--- config.mk ---
export PLATFORM = sky130hd
export DESIGN_NAME = rr_arb4_16bit
export DESIGN_NICKNAME = d
export VERILOG_FILES = /design/src/rtl/rr_arb4_16bit.sv
export SDC_FILE = /design/constraint.sdc
export NUM_CORES = 1
export LEC_CHECK = 0
export ABC_AREA = 1
export CORE_MARGIN = 2
export CORE_UTILIZATION = 36
export DETAILED_ROUTE_END_ITERATION = 8
export HOLD_SLACK_MARGIN = 0.12
export PLACE_DENSITY = 0.77
export SLEW_MARGIN = 20
export SYNTH_ARGS = -nofsm -noshare
export SYNTH_HDL_FRONTEND = slang
export SYNTH_SLANG_ARGS = --single-unit
--- constraint.sdc ---
create_clock -name clk -period 1.9 [get_ports clk]
set_input_delay 0.285 -clock clk [delete_from_list [all_inputs] [get_ports clk]]
set_output_delay 0.285 -clock clk [all_outputs]
set_load 0.02 [all_outputs]
--- src/rtl/rr_arb4_16bit.sv ---
// rr_arb4_16bit: four-channel, 16-bit round-robin arbiter with a one-word
// registered output slot and ready/valid handshake on the output.
//
// Ports:
//   clk      - rising-edge clock
//   rst_n    - asynchronous active-low reset
//   x0..x3   - channel data words
//   req      - per-channel valid (req[i] qualifies xi)
//   last     - per-channel end-of-packet marker (used only with RR_ARB_LOCK_EN)
//   ack      - combinational per-channel accept, at most one bit set
//   y        - registered selected word
//   y_valid  - y holds a word not yet taken downstream
//   y_ready  - downstream takes y this cycle
//   sel      - source channel index of the current y
//
// Optional feature: define RR_ARB_LOCK_EN to hold the grant on one channel
// until that channel presents a word with last set (packet lock).

module rr_arb4_16bit (
    input  logic        clk,
    input  logic        rst_n,
    input  logic [15:0] x0,
    input  logic [15:0] x1,
    input  logic [15:0] x2,
    input  logic [15:0] x3,
    input  logic [3:0]  req,
    input  logic [3:0]  last,
    output logic [3:0]  ack,
    output logic [15:0] y,
    output logic        y_valid,
    input  logic        y_ready,
    output logic [1:0]  sel
);

    localparam int unsigned DW = 16;
    localparam int unsigned NCH = 4;
    localparam int unsigned IW = 2;

    typedef enum logic {
        ARB  = 1'b0,
        LOCK = 1'b1
    } state_e;

    state_e          state_q, state_d;
    logic [IW-1:0]   ptr_q, ptr_d;
    logic [IW-1:0]   sel_q, sel_d;
    logic [DW-1:0]   y_q, y_d;
    logic            y_valid_q, y_valid_d;

    logic [NCH-1:0]  eligible_c;
    logic [IW-1:0]   grant_c;
    logic            found_c;
    logic            slot_free_c;
    logic            load_c;
    logic [DW-1:0]   x_sel_c;

    // Eligible requests and cyclic priority search starting after ptr.
    always_comb begin
        eligible_c = req;
        grant_c    = ptr_q;
        found_c    = 1'b0;
        if (state_q == LOCK) begin
            eligible_c = req & (NCH'(1) << ptr_q);
        end else begin
            for (int i = 1; i <= 4; i++) begin
                if (!found_c && req[IW'(ptr_q + IW'(i))]) begin
                    grant_c = IW'(ptr_q + IW'(i));
                    found_c = 1'b1;
                end
            end
        end
    end

    // Reset gating keeps ack low while rst_n is asserted even with req high.
    assign slot_free_c = !y_valid_q || y_ready;
    assign load_c      = rst_n && slot_free_c && (|eligible_c);
    assign ack         = load_c ? (NCH'(1) << grant_c) : NCH'(0);

    always_comb begin
        unique case (grant_c)
            2'd0:    x_sel_c = x0;
            2'd1:    x_sel_c = x1;
            2'd2:    x_sel_c = x2;
            default: x_sel_c = x3;
        endcase
    end

    // Output slot and pointer update.
    always_comb begin
        y_d       = y_q;
        sel_d     = sel_q;
        ptr_d     = ptr_q;
        y_valid_d = y_valid_q;
        if (load_c) begin
            y_d       = x_sel_c;
            sel_d     = grant_c;
            ptr_d     = grant_c;
            y_valid_d = 1'b1;
        end else if (y_valid_q && y_ready) begin
            y_valid_d = 1'b0;
        end
    end

`ifdef RR_ARB_LOCK_EN
    // Packet lock: stay on a channel until it delivers a word marked last.
    always_comb begin
        state_d = state_q;
        if (load_c) begin
            if (state_q == ARB && !last[grant_c]) begin
                state_d = LOCK;
            end else if (state_q == LOCK && last[ptr_q]) begin
                state_d = ARB;
            end
        end
    end
`else
    logic unused_last_c;
    assign unused_last_c = ^last;

    always_comb begin
        state_d = ARB;
    end
`endif

    always_ff @(posedge clk or negedge rst_n) begin
        if (!rst_n) begin
            state_q   <= ARB;
            ptr_q     <= 2'b11;
            sel_q     <= 2'b00;
            y_q       <= 16'h0000;
            y_valid_q <= 1'b0;
        end else begin
            state_q   <= state_d;
            ptr_q     <= ptr_d;
            sel_q     <= sel_d;
            y_q       <= y_d;
            y_valid_q <= y_valid_d;
        end
    end

    assign y       = y_q;
    assign y_valid = y_valid_q;
    assign sel     = sel_q;

endmodule

## Word level (Yosys, flattened, before mapping)

Cells that the tools add are included.

- Flip-flop bits (word level): 21
- Input port bits: 75

- Add/subtract/negate cells: 3
- Magnitude comparators: 4
- Eq/ne operators: 2
- Shifts and indexed selects: 1
- Mux-type cells: 19
- Reduce and logical (&&, ||, !) cells: 14

Operator list:

| operator | number |
|---|---|
| 16-bit case mux with 3 select lines | 1 |
| 2-bit by 3-bit < comparator with 1-bit output (second input constant) | 4 |
| 1-bit 2-to-1 mux | 9 |
| 1-bit binary-select mux with 2-bit select | 4 |
| 2-bit 2-to-1 mux | 4 |
| 1-bit logical AND | 6 |
| 2-bit adder (second input constant) | 2 |
| 1-bit logical NOT | 4 |
| 4-bit 2-to-1 mux | 1 |
| 4-bit OR reduction | 1 |
| 1-bit by 2-bit left shift with 4-bit output (first input constant) | 1 |
| 2-bit by 1-bit adder with 2-bit output (second input constant) | 1 |
| 2-bit by 1-bit equality test with 1-bit output (second input constant) | 1 |
| 2-bit equality test (second input constant) | 1 |
| 2-bit logical NOT | 1 |
| 2-bit nonzero test | 1 |
| 1-bit logical OR | 1 |

## Longest topological paths before layout

- Depth in word-level cells: 15
- Mapped depth: 16
- Depth with buffers taken out: 14

## Worst setup path after synthesis

Ideal clock, no wire load.

- Path kind: reg-to-output
- Start point: register ptr_q[0]
- End point: output ack[0]
- Data arrival time: 1.994 ns
- Required time: 1.615 ns
- Setup slack: -0.379 ns
- Stages on the path, launching flop included: 13
- Cells stage by stage: dfstp_2 buf_6 inv_6 nand2_2 nand2_4 nand2_2 nand2_4 inv_2 nand3_4 nand3_4 nand2_8 buf_6 nor3_1

- Cells in the longest elaborated chain, start to end: 15

Ends and longest elaborated chain:

| item | line | RTL |
|---|---|---|
| start, declared | 45 | `logic [IW-1:0] ptr_q, ptr_d;` |
| start signal, assigned | 134 | `ptr_q <= ptr_d;` |
| 2-bit by 1-bit adder with 2-bit output | 66, 67 |  |
| 1-bit binary-select mux with 2-bit select | 66 | `if (!found_c && req[IW'(ptr_q + IW'(i))]) begin` |
| 1-bit 2-to-1 mux (implied by the code) | 66 |  |
| 1-bit 2-to-1 mux | 66 |  |
| 1-bit logical NOT | 66 |  |
| 1-bit logical AND | 66 |  |
| 1-bit 2-to-1 mux | 66 |  |
| 1-bit logical NOT | 66 |  |
| 1-bit logical AND | 66 |  |
| 1-bit 2-to-1 mux | 66 |  |
| 1-bit logical NOT | 66 |  |
| 1-bit logical AND | 66 |  |
| 2-bit 2-to-1 mux (*) | 66 |  |
| 1-bit by 2-bit left shift with 4-bit output (*) | 77 | `assign ack = load_c ? (NCH'(1) << grant_c) : NCH'(0);` |
| 4-bit 2-to-1 mux (*) | 77 |  |
| end, declared | 28 | `output logic [3:0] ack,` |

Mark *: on every way between the ends. The rest lies on a longest branch, timed or not. The select of a mux whose other input is x is not followed.

## Worst setup path after layout

- Start point: register ptr_q[0]
- End point: output ack[2]

The elaborated chain is that of the path after synthesis.

==> impl_metrics.tcl <==
set metrics [dict create \
    period_share_pct 126 \
    drc 0 \
    cts_tree "done" \
    port_buffers 93 \
    antenna_found_initial 0 \
    dp_cells 434 \
    dp_hpwl_um 4560 \
    crit_end "ack[2]" \
    startpoint "ptr_q[0]" \
    postLayoutSetupSlackWorst_ns -0.491 \
    nets 460 \
    whs_ns 0.409 \
    finalHoldViolCount 0 \
    min_period_ns 2.39 \
    setup_viol 21 \
    cts_sinks 21 \
    syn_nets 341 \
    wl_um 6750 \
    grt_overflow 0 \
    path_max_fanout 7 \
    stdcell_count 454 \
    cts_buffer_depth 2 \
    clk_pin_slew_ns 0.09 \
    viasPerCell 4.99 \
    synth_cell_types 29 \
    relSlewSlack_pct 81.0 \
    maxCapViolCount 0 \
    synth_seq_area_share_pct 28.5 \
    fin_skew_ns 0.00255 \
    cp-end-kind "output port" \
    drive_gt1_share_pct 24.2 \
    fin_area_sq_um 3330 \
    slowest_stage "dfstp_2" \
    first_pass_iters 4 \
    grt_start_max_net_pins 37 \
    maxSlewViolCount 0 \
    worst_pin_slew_ns 0.284 \
    netlist_instances 266 \
    die_h_um 75.7 \
    start_kind "flip-flop" \
    start_util_pct 36.7 \
    reg2regPathDepth 15 \
    ir_drop_uv 1050 \
    cp.arrival_ns 2.11 \
    rsz0062_at_grt "yes" \
    dr_total_vias 2264 \
    status "finished with violations" \
    crit_type "reg2out" \
    cts_buffers 3 \
    path_delay_family "simple AND/OR/NAND/NOR gates" \
    grt.total_usage_pct 22.5 \
    drt-initial-drc-count 140 \
    path_buf_inv 3 \
    critPathMaxStageDelay_ns 0.62 \
    power_density_nw_per_um2 2380 \
    avgSynthCellArea_sq_um 6.96 \
    detail_route.wl_per_cell_um 14.9 \
    dieWidth_um 75.7 \
    crit_path_frequent_cell "nand2_4" \
    holdBufCountCts 0 \
    io-pin-count 98 \
    clock_latency_ns 0.27 \
    synth_warnings 0 \
    syn_area_sq_um 1850 \
    synth.ff_latch_count 21 \
    areaGrowthSynthToFinish_pct 79.8 \
    die_area_sq_um 5730 \
    rr_endpoint "y[0]" \
    path_depth 12 \
    grt_pass1_wl_um 9800 \
    reg2reg_from "ptr_q[0]" \
    required_ns 1.62 \
    holdCritPathClass "in2async" \
    core_area_sq_um 5040 \
    ant_nets 0 \
    worst-r2r-setup-slack_ns -0.48 \
    antenna_cells 0 \
    place_area_sq_um 2990 \
    cts-root-buf "clkbuf_8" \
    leakagePower_nw 1.58 \
    crit_path_cell_trace "clkinv_4 > nand2_2 > nand2_4 > nand2_4 > nand2_4 > nor2_4 > buf_6 > nand3_4 > nand2_8 > nand2_4 > nor2_4 > buf_6" \
    place_congestion 0.941 \
    htree_levels 1 \
    fillers 415 \
    violations "negative setup slack" \
    max_freq_mhz 418 \
    grt_pass1_vias 1994 \
    rows 26 \
]
==> registers in the layout, indices dropped and copies added, names as in the netlist <==
signal	count
ptr_q	2
sel	2
y	16
y_valid	1
==> power by group <==
group          switching (mW)  leakage (nW)  internal, mW
Combinational            3.61          1.30          3.18
Clock                   0.169        0.0255         0.147
Sequential              0.146         0.256         0.680
Total                    3.93          1.58          4.01
==> placed cells by master (no fill, tap or decap), types with 2 or more instances in the layout <==
| cell type | instances |
|---|---|
| clkdlybuf4s50_1 | 89 |
| nand3_4 | 3 |
| nor2_4 | 4 |
| o21ai_1 | 8 |
| nand3_1 | 26 |
| nand2_2 | 8 |
| inv_2 | 4 |
| dfrtp_1 | 19 |
| dfstp_2 | 2 |
| buf_4 | 28 |
| inv_1 | 17 |
| buf_16 | 3 |
| o21ai_0 | 3 |
| buf_6 | 6 |
| nand2_1 | 92 |
| o21bai_2 | 5 |
| nand3b_1 | 16 |
| clkbuf_8 | 3 |
| buf_12 | 2 |
| nand2_4 | 13 |
| nand4_1 | 17 |
==> repair_timing <==
item	4_1_cts	5_1_grt
endpoints found under the setup margin	20	23
pin swaps	4	6
gates resized for setup	38	15
cloned	4	0
buffers inserted	6	6
hold endpoints to repair	0	0
==> cell families (layout without fill, tap and decap cells) <==
| kind of cell | Yosys count | count (layout) | share of synthesized area (%) |
|---|---|---|---|
| AND/OR/NAND/NOR | 184 | 185 | 51.8 |
| AO/OA/AOI/OAI | 22 | 22 | 8.38 |
| flip-flops | 21 | 21 | 28.5 |
| buffers and inverters | 39 | 156 | 11.3 |
==> metal layers <==
metal | share of wire, % | global-route usage (%) | vias up
met3 | 4.8 | 2.51 | 26
met4 | 3.9 | 8.77 | 0
met1 | 42 | 29.2 | 1029
met2 | 50 | 38.5 | 95
met5 | 0 | 0 | -
li1 | - | - | 1114
==> through the flow <==
| step | TNS, ns | setup slack (ns) | power [mW] | util, % |
|---|---|---|---|---|
| 6_report | -8.73 | -0.491 | 7.93 | 66.0 |
| 3_5_place_dp | -14.33 | -0.818 | 5.99 | 59.2 |
| 4_1_cts | -7.81 | -0.452 | 7.63 | 64.3 |
| 2_1_floorplan | -0.493 | -0.151 | 4.73 | - |
| 3_3_place_gp | -12.64 | -0.740 | 5.86 | 59.2 |
| 5_1_grt | -10.86 | -0.588 | 8.47 | 66.0 |
==> area by class of cell <==
| class | count | area, sq um | area share (%) |
|---|---|---|---|
| Timing Repair Buffer | 129 | 1320 | 39.8 |
| Sequential cell | 21 | 528 | 15.9 |
| Tap cell | 70 | 87.6 | 2.63 |
| Clock buffer | 3 | 41.3 | 1.24 |
| Clock inverter | 1 | 5.00 | 0.150 |
| Inverter | 23 | 93.8 | 2.82 |
| Multi-Input combinational cell | 207 | 1250 | 37.5 |
==> synthesized netlist by cell type <==
library cell | number | area share (%)
nand2_1 | 103 | 21
nand3_1 | 27 | 7.3
dfrtp_1 | 19 | 26
inv_1 | 18 | 3.7
nand4_1 | 17 | 5.7
nand3b_1 | 16 | 6.5
o21ai_1 | 9 | 2.4
nand2_2 | 6 | 2.0
buf_6 | 5 | 3.0
clkbuf_1 | 5 | 1.0
o21bai_2 | 5 | 3.0
buf_2 | 4 | 1.1
inv_2 | 4 | 0.81
nand2_4 | 4 | 2.4
a21oi_1 | 3 | 0.81
nand3_4 | 3 | 2.8
nor2_1 | 3 | 0.61
o21ai_0 | 3 | 0.81
dfstp_2 | 2 | 2.8
buf_4 | 1 | 0.41
buf_8 | 1 | 0.81
inv_6 | 1 | 0.47
nand2_8 | 1 | 1.1
nor2_4 | 1 | 0.61
nor2_8 | 1 | 1.1
nor3_1 | 1 | 0.27
o21ai_4 | 1 | 0.88
o21bai_1 | 1 | 0.41
or4_1 | 1 | 0.41
==> how the worst min path moves through the flow <==
stage / startpoint / end / slack, ns / depth (start not counted)
after global routing: rst_n / sel[0] / 0.41 / 2
after global placement: y[4] / y[4] / 0.46 / 2
after detailed placement: y[5] / y[5] / 0.46 / 2
after floorplan: rst_n / sel[0] / -0.01 / 0
after CTS: rst_n / y[12] / 0.41 / 2
final: rst_n / sel[0] / 0.41 / 2
Note: power is estimated with default switching activity, not from simulation.
